File: src/rtl/instr_fetch_unit.sv
// Instruction-fetch initiator for the big-endian instruction ROM.
// Holds the PC, issues one combinational ROM read per cycle, and registers
// {instr, instr_pc} toward decode under a valid/ready handshake. Redirects
// retarget the PC and flush the held word. A HALT opcode or an illegal
// fetch address stops fetching until the next redirect or reset.
module instr_fetch_unit #(
    parameter logic [31:0] RESET_PC    = 32'h0000_0000,
    parameter int unsigned ROM_BYTES   = 100,
    parameter logic [5:0]  HALT_OPCODE = 6'b111111
) (
    input  logic        clk,
    input  logic        nrst,
    output logic        rom_nrd,
    output logic [31:0] rom_addr,
    input  logic [31:0] rom_data,
    output logic [31:0] instr,
    output logic [31:0] instr_pc,
    output logic        instr_valid,
    input  logic        instr_ready,
    input  logic        redirect,
    input  logic [31:0] redirect_pc,
    output logic        halted,
    output logic        fault
);

    typedef enum logic [1:0] {
        ST_RUN   = 2'd0,
        ST_HALT  = 2'd1,
        ST_FAULT = 2'd2
    } state_e;

    // 33-bit compare so pc+3 can never wrap into the legal window.
    localparam logic [32:0] ROM_LIMIT = 33'(ROM_BYTES);

    state_e      state_q;
    logic [31:0] pc_q;
    logic [31:0] instr_q;
    logic [31:0] instr_pc_q;
    logic        valid_q;
    logic        halted_q;
    logic        fault_q;

    logic [31:0] pc_d;
    logic        can_take;
    logic        pc_ok;
    logic        fire;

    // Fetch qualification: room downstream, legal address, running, not redirecting.
    always_comb begin
        can_take = !valid_q || instr_ready;
        pc_ok    = (pc_q[1:0] == 2'b00) && (({1'b0, pc_q} + 33'd3) < ROM_LIMIT);
        fire     = nrst && (state_q == ST_RUN) && !redirect && pc_ok && can_take;
        pc_d     = pc_q + 32'd4;
    end

    assign rom_nrd     = !fire;
    assign rom_addr    = pc_q;
    assign instr       = instr_q;
    assign instr_pc    = instr_pc_q;
    assign instr_valid = valid_q;
    assign halted      = halted_q;
    assign fault       = fault_q;

    // Control FSM and datapath registers; priority reset > redirect > fetch/fault > handshake.
    always_ff @(posedge clk) begin
        // NOTE: non-blocking assignments so every register samples pre-edge values;
        // blocking here would let later statements see half-updated state.
        if (!nrst) begin
            state_q    <= ST_RUN;
            pc_q       <= RESET_PC;
            instr_q    <= 32'h0;
            instr_pc_q <= 32'h0;
            valid_q    <= 1'b0;
            halted_q   <= 1'b0;
            fault_q    <= 1'b0;
        end else if (redirect) begin
            // Held word is dropped even if decode would have taken it this edge.
            pc_q     <= redirect_pc;
            valid_q  <= 1'b0;
            state_q  <= ST_RUN;
            halted_q <= 1'b0;
            fault_q  <= 1'b0;
        end else if (fire) begin
            // A fire also retires any accepted word: replacement without a bubble.
            instr_q    <= rom_data;
            instr_pc_q <= pc_q;
            valid_q    <= 1'b1;
            pc_q       <= pc_d;
            if (rom_data[31:26] == HALT_OPCODE) begin
                state_q  <= ST_HALT;
                halted_q <= 1'b1;
            end
        end else begin
            if (state_q == ST_RUN && !pc_ok) begin
                // pc is left pointing at the offending address.
                state_q <= ST_FAULT;
                fault_q <= 1'b1;
            end
            if (valid_q && instr_ready) begin
                valid_q <= 1'b0;
            end
        end
    end

endmodule
File: config.mk
export PLATFORM = sky130hd
export DESIGN_NAME = instr_fetch_unit
export DESIGN_NICKNAME = d
export VERILOG_FILES = /design/src/rtl/instr_fetch_unit.sv
export SDC_FILE = /design/constraint.sdc
export NUM_CORES = 1
export LEC_CHECK = 0
export BUFFER_PORTS_ARGS = -buffer_cell sky130_fd_sc_hd__clkbuf_2
export CORE_ASPECT_RATIO = 2
export CORE_MARGIN = 1.5
export CORE_UTILIZATION = 40
export DETAILED_ROUTE_END_ITERATION = 6
export GPL_TIMING_DRIVEN = 0
export PLACE_DENSITY = 0.67
export SYNTH_ARGS = -nofsm -noshare
export SYNTH_HDL_FRONTEND = slang
export SYNTH_SLANG_ARGS = --single-unit
File: constraint.sdc
create_clock -name clk -period 7.3 [get_ports clk]
set_input_delay 1.095 -clock clk [delete_from_list [all_inputs] [get_ports clk]]
set_output_delay 1.095 -clock clk [all_outputs]
set_load 0.02 [all_outputs]
# After elaboration in Yosys (flattened, before gate mapping)
# Cells that the tools add are included.
# W data, S select, Z words.
[word_totals] wordCells=44 out_inout_bits=100 ff_bits=101
[classes] addsub=2 eq_ne=2 bitwise_logic=3 mux=7 magnitude_cmp=1 n_reduce_logical=22
[ops] operator="$mux W32" count=2
[ops] operator="$add A32 B2 Y33 const B" count=1
[ops] operator="$lt A33 B7 Y1 const B" count=1
[ops] operator="$add A32 B3 Y32 const B" count=1
[ops] operator="$reduce_and A2 Y1" count=4
[ops] operator="$logic_and A1 B1 Y1" count=7
[ops] operator="$eq A6 B6 Y1 const B" count=1
[ops] operator="$mux W2" count=3
[ops] operator="$reduce_bool A2 Y1" count=3
[ops] operator="$logic_not A1 Y1" count=4
[ops] operator="$logic_not A2 Y1" count=2
[ops] operator="$not A1 Y1" count=3
[ops] operator="$mux W1" count=2
[ops] operator="$ne A2 B1 Y1 const B" count=1
[ops] operator="$reduce_or A2 Y1" count=1
[ops] operator="$logic_or A1 B1 Y1" count=1

# Longest topological paths before layout
[depth] ltp_word=7 depth_mapped=10 depth_no_buf=8

# Worst setup path after synthesis
# OpenSTA, ideal clock, no wires.
[synth_path] kind="input to output" start="input port nrst" end="output port rom_nrd" t_required_ps=6205 path_stages=7 setup_slack_ps=3471 path_buffers=3 arrival_ps=2734 cell_sequence="clkbuf_1 -> nand2_1 -> nor4_1 -> and4_1 -> clkbuf_1 -> clkbuf_1 -> nand2_1"
[synth_via] elab_chain_len=5
[synth_rtl] item="from (decl)" line="12" rtl="input logic nrst,"
[synth_rtl] item="$logic_and A1 B1 Y1 (4 in a row)" line="52" rtl="fire = nrst && (state_q == ST_RUN) && !redirect && pc_ok && can_take;"
[synth_rtl] item="$logic_not A1 Y1" line="56" rtl="assign rom_nrd = !fire;"
[synth_rtl] item="to (decl)" line="13" rtl="output logic rom_nrd,"
# Every way passes these cells.

# Final worst setup path
[layout_path] start="register pc_q[2], in the netlist rom_addr[2]" end="output port rom_nrd"
[layout_via] elab_chain_len=6
[layout_rtl] item="from (decl)" line="36" rtl="logic [31:0] pc_q;"
[layout_rtl] item="from (signal assigned)" line="78" rtl="pc_q <= redirect_pc;"
[layout_rtl] item="from (signal assigned)" line="88" rtl="pc_q <= pc_d;"
[layout_rtl] item="$add A32 B2 Y33" line="51" rtl="pc_ok = (pc_q[1:0] == 2'b00) && (({1'b0, pc_q} + 33'd3) < ROM_LIMIT);"
[layout_rtl] item="$lt A33 B7 Y1" line="51"
[layout_rtl] item="$logic_and A1 B1 Y1" line="51"
[layout_rtl] item="$logic_and A1 B1 Y1 (2 in a row)" line="52"
[layout_rtl] item="$logic_not A1 Y1" line="56"
# Every way passes these cells.

==> results.cfg <==
[clock_tree]
cts-root-buf = clkbuf_16
cts_hold_repair.buffers = 0
cts_tree = built
cts_buffers = 9
cts.sinks = 101
clk_pin_slew_ns = 0.07
cts_setup_buffers = 0
clk_latency_ns = 0.34
clock_path_buffers = 2
cts.repair.resized = 0
htree_num_levels = 3

[synthesis]
synth-edff-count = 0
syn_inst = 450
ys_seq_area_share_pct = 49.52
ys_ff_latch = 101
synth_ff_type = dfxtp_1
synth_top_area_share_pct = 49.52
synth-warning-count = 0
synth_area_leaders = dfxtp_1 (50%), mux2i_1 (7.4%), nand3_1 (5.8%), a21oi_1 (5.4%), and3_1 (5.1%)
synth_cell_types = 52
synth.avg_cell_area_um2 = 9.073
synthesis.nets = 519
ys_async_sr_fraction_pct = 0
synth_largest_area_cell = dfxtp_1
netlist_area_um2 = 4083

[detailed_routing]
via_per_inst = 5.258
wl_um = 11990
detail-route-antenna-nets = 0
dr.pass1.iters = 5
drc = 0
wl_per_cell_um = 15.65
dr.first_iter.drc_count = 169
vias = 4028

[pwr]
power_density_nw_per_um2 = 219.9
vdd_ir_drop_max_v = 0.0001423
power_leakage_nw = 2.483

[place]
dp_slack_ns = 2.790
dpl.hpwl_um = 9221
place_congestion = 0.8060
port_buffers = 165
placed_cell_area_um2 = 5077

[timing]
min_period_ns = 4.559
maxSlewHeadroom_pct = 49.13
fmax_ghz = 0.2194
setup_viol = 0
timing.final.crit_share_pct = 62.45
tightest_slew_ns = 0.7631
grt_setup_unrepaired = no
fin_ws_ns = 2.742
final_hold_viol_count = 0
fin_tns_setup_ns = 0
skew_ns = 0.006329
maxSlewViolCount = 0

[cells_and_area]
nets = 695
syn_to_final_growth_pct = 31.78
fillerInstances = 987
antenna_cells = 0
post-route-util_pct = 53.70
final_area_um2 = 5380
final_cell_mix = clkbuf_2 (167), dfxtp_1 (101), nand3_1 (47), a21oi_1 (44), o21ai_0 (41)
layout-drive-gt1-share_pct = 31.22
mostFrequentLayoutCell = clkbuf_2

[floorplan]
io-pin-count = 168
rows = 52
die_h_um = 145.9
initial_utilization_pct = 40.75
fp.dieArea_um2 = 10860
die_w_um = 74.44
fp.coreArea_um2 = 10020

[critical_path]
r2r_setup_slack_ns = 4.01
cp.required_ns = 6.20
r2r_cells = 9
crit_path_max_fanout = 10
cp-startpoint = rom_addr[2]
regToRegStartpoint = rom_addr[2]
cp.depth = 10
worst_path_dominant_cell_family = simple AND/OR/NAND/NOR gates
end_kind = output pin
cp_num_buf_inv = 3
path_cells = ha_1, nand3_1, nor4_2, nand2_1, mux2i_1, and4_1, clkbuf_1, clkbuf_1, nand2_1, clkbuf_2
crit_arrival_ns = 3.46
cp_slowest_cell = dfxtp_1
timing.rr.end = rom_addr[5]
slowest_delay_ns = 0.54
endpoint = rom_nrd
critPathLaunchType = register
critPathKind = register to output pin

[global_routing]
grt_max_degree = 17
antenna_found_initial = 0
gr-total-overflow = 0
grt_pass1_vias = 3980
grt_pass1_wl_um = 19000
grt_use_total_pct = 22.39

[flow_run]
maxCapViolations = 0

[worst_hold_path]
hold_path.class = register to register

[outcome]
status = finished clean
cell families after synthesis:
family          share of synthesized area [%]
fa+ha+maj                              0.3064
xor+xnor                                1.073
buf+inv                                 4.198
compound gates                          16.03
simple gates                            21.24
flops                                   49.52
mux                                     7.631
worst reg2reg max path, stage by stage (launching register included):
cell and delay (ns):
dfxtp_1 0.54, ha_1 0.31, nand3_1 0.19, nor4_2 0.38, a41oi_1 0.26, or4b_1 0.57
buf_2 0.21, or2_1 0.27, clkbuf_2 0.20, a211o_1 0.28
how the worst min path moves through the flow:
stage / from / to / cells after the start
6_report: fault / fault / 2
2_1_floorplan: state_q[1] / state_q[1] / 2
5_1_grt: fault / fault / 2
3_3_place_gp: halted / halted / 2
3_5_place_dp: fault / fault / 2
4_1_cts: fault / fault / 2
sequential cells by signal (all words and copies together) (netlist names):
register / flops
instr_valid: 1
instr: 32
halted: 1
instr_pc: 32
state_q: 2
fault: 1
rom_addr: 32
where the power goes:
| part | internal [mW] | leakage (nW) | total [mW] | switching [mW] |
|---|---|---|---|---|
| combinational | 0.0464 | 1.52 | 0.119 | 0.0723 |
| clock | 0.276 | 0.146 | 0.485 | 0.209 |
| sequential | 0.563 | 0.820 | 0.579 | 0.0167 |
layer usage:
metal / global-route usage (%) / vias up / routed length, um
li1: - / 1970 / -
met3: 3.878 / 23 / 541
met2: 40.80 / 130 / 6522
met4: 9.909 / 0 / 361
met5: 0 / - / 0
met1: 24.00 / 1905 / 4564
final cells by class:
cell class                      count  area (um2)  area share [%]
Buffer                             37       148.9           2.767
Clock buffer                       11       242.7           4.512
Clock inverter                      5       60.06           1.116
Inverter                            6       22.52          0.4186
Multi-Input combinational cell    306        1889           35.12
Sequential cell                   101        2022           37.58
Tap cell                          135       168.9           3.140
Timing Repair Buffer              165       825.8           15.35
per-stage QoR:
| step | hold slack (ns) | power (mW) | instances |
|---|---|---|---|
| floorplan | 0.4578 | 0.6607 | 450 |
| global placement | 0.4423 | 0.7087 | 750 |
| detailed placement | 0.4413 | 0.7113 | 750 |
| CTS | 0.4499 | 1.194 | 766 |
| global route | 0.4825 | 1.228 | 766 |
| finish | 0.4454 | 1.183 | 766 |
synth_stat cells (all sizes together) (2+ instances only):
| library cell | n |
|---|---|
| clkbuf | 27 |
| xor2 | 4 |
| a21oi | 44 |
| a211o | 2 |
| buf | 10 |
| mux2i | 30 |
| o21ai | 41 |
| o41ai | 2 |
| nand4 | 5 |
| a31oi | 3 |
| and3 | 33 |
| nand2 | 8 |
| o21a | 2 |
| a41oi | 2 |
| and4b | 2 |
| inv | 6 |
| a211oi | 4 |
| nor2 | 36 |
| o211ai | 4 |
| or2 | 2 |
| nor4 | 7 |
| nand3 | 47 |
| nor3 | 5 |
| dfxtp | 101 |
| nand2b | 3 |
Power figures use the tool's default switching activity.
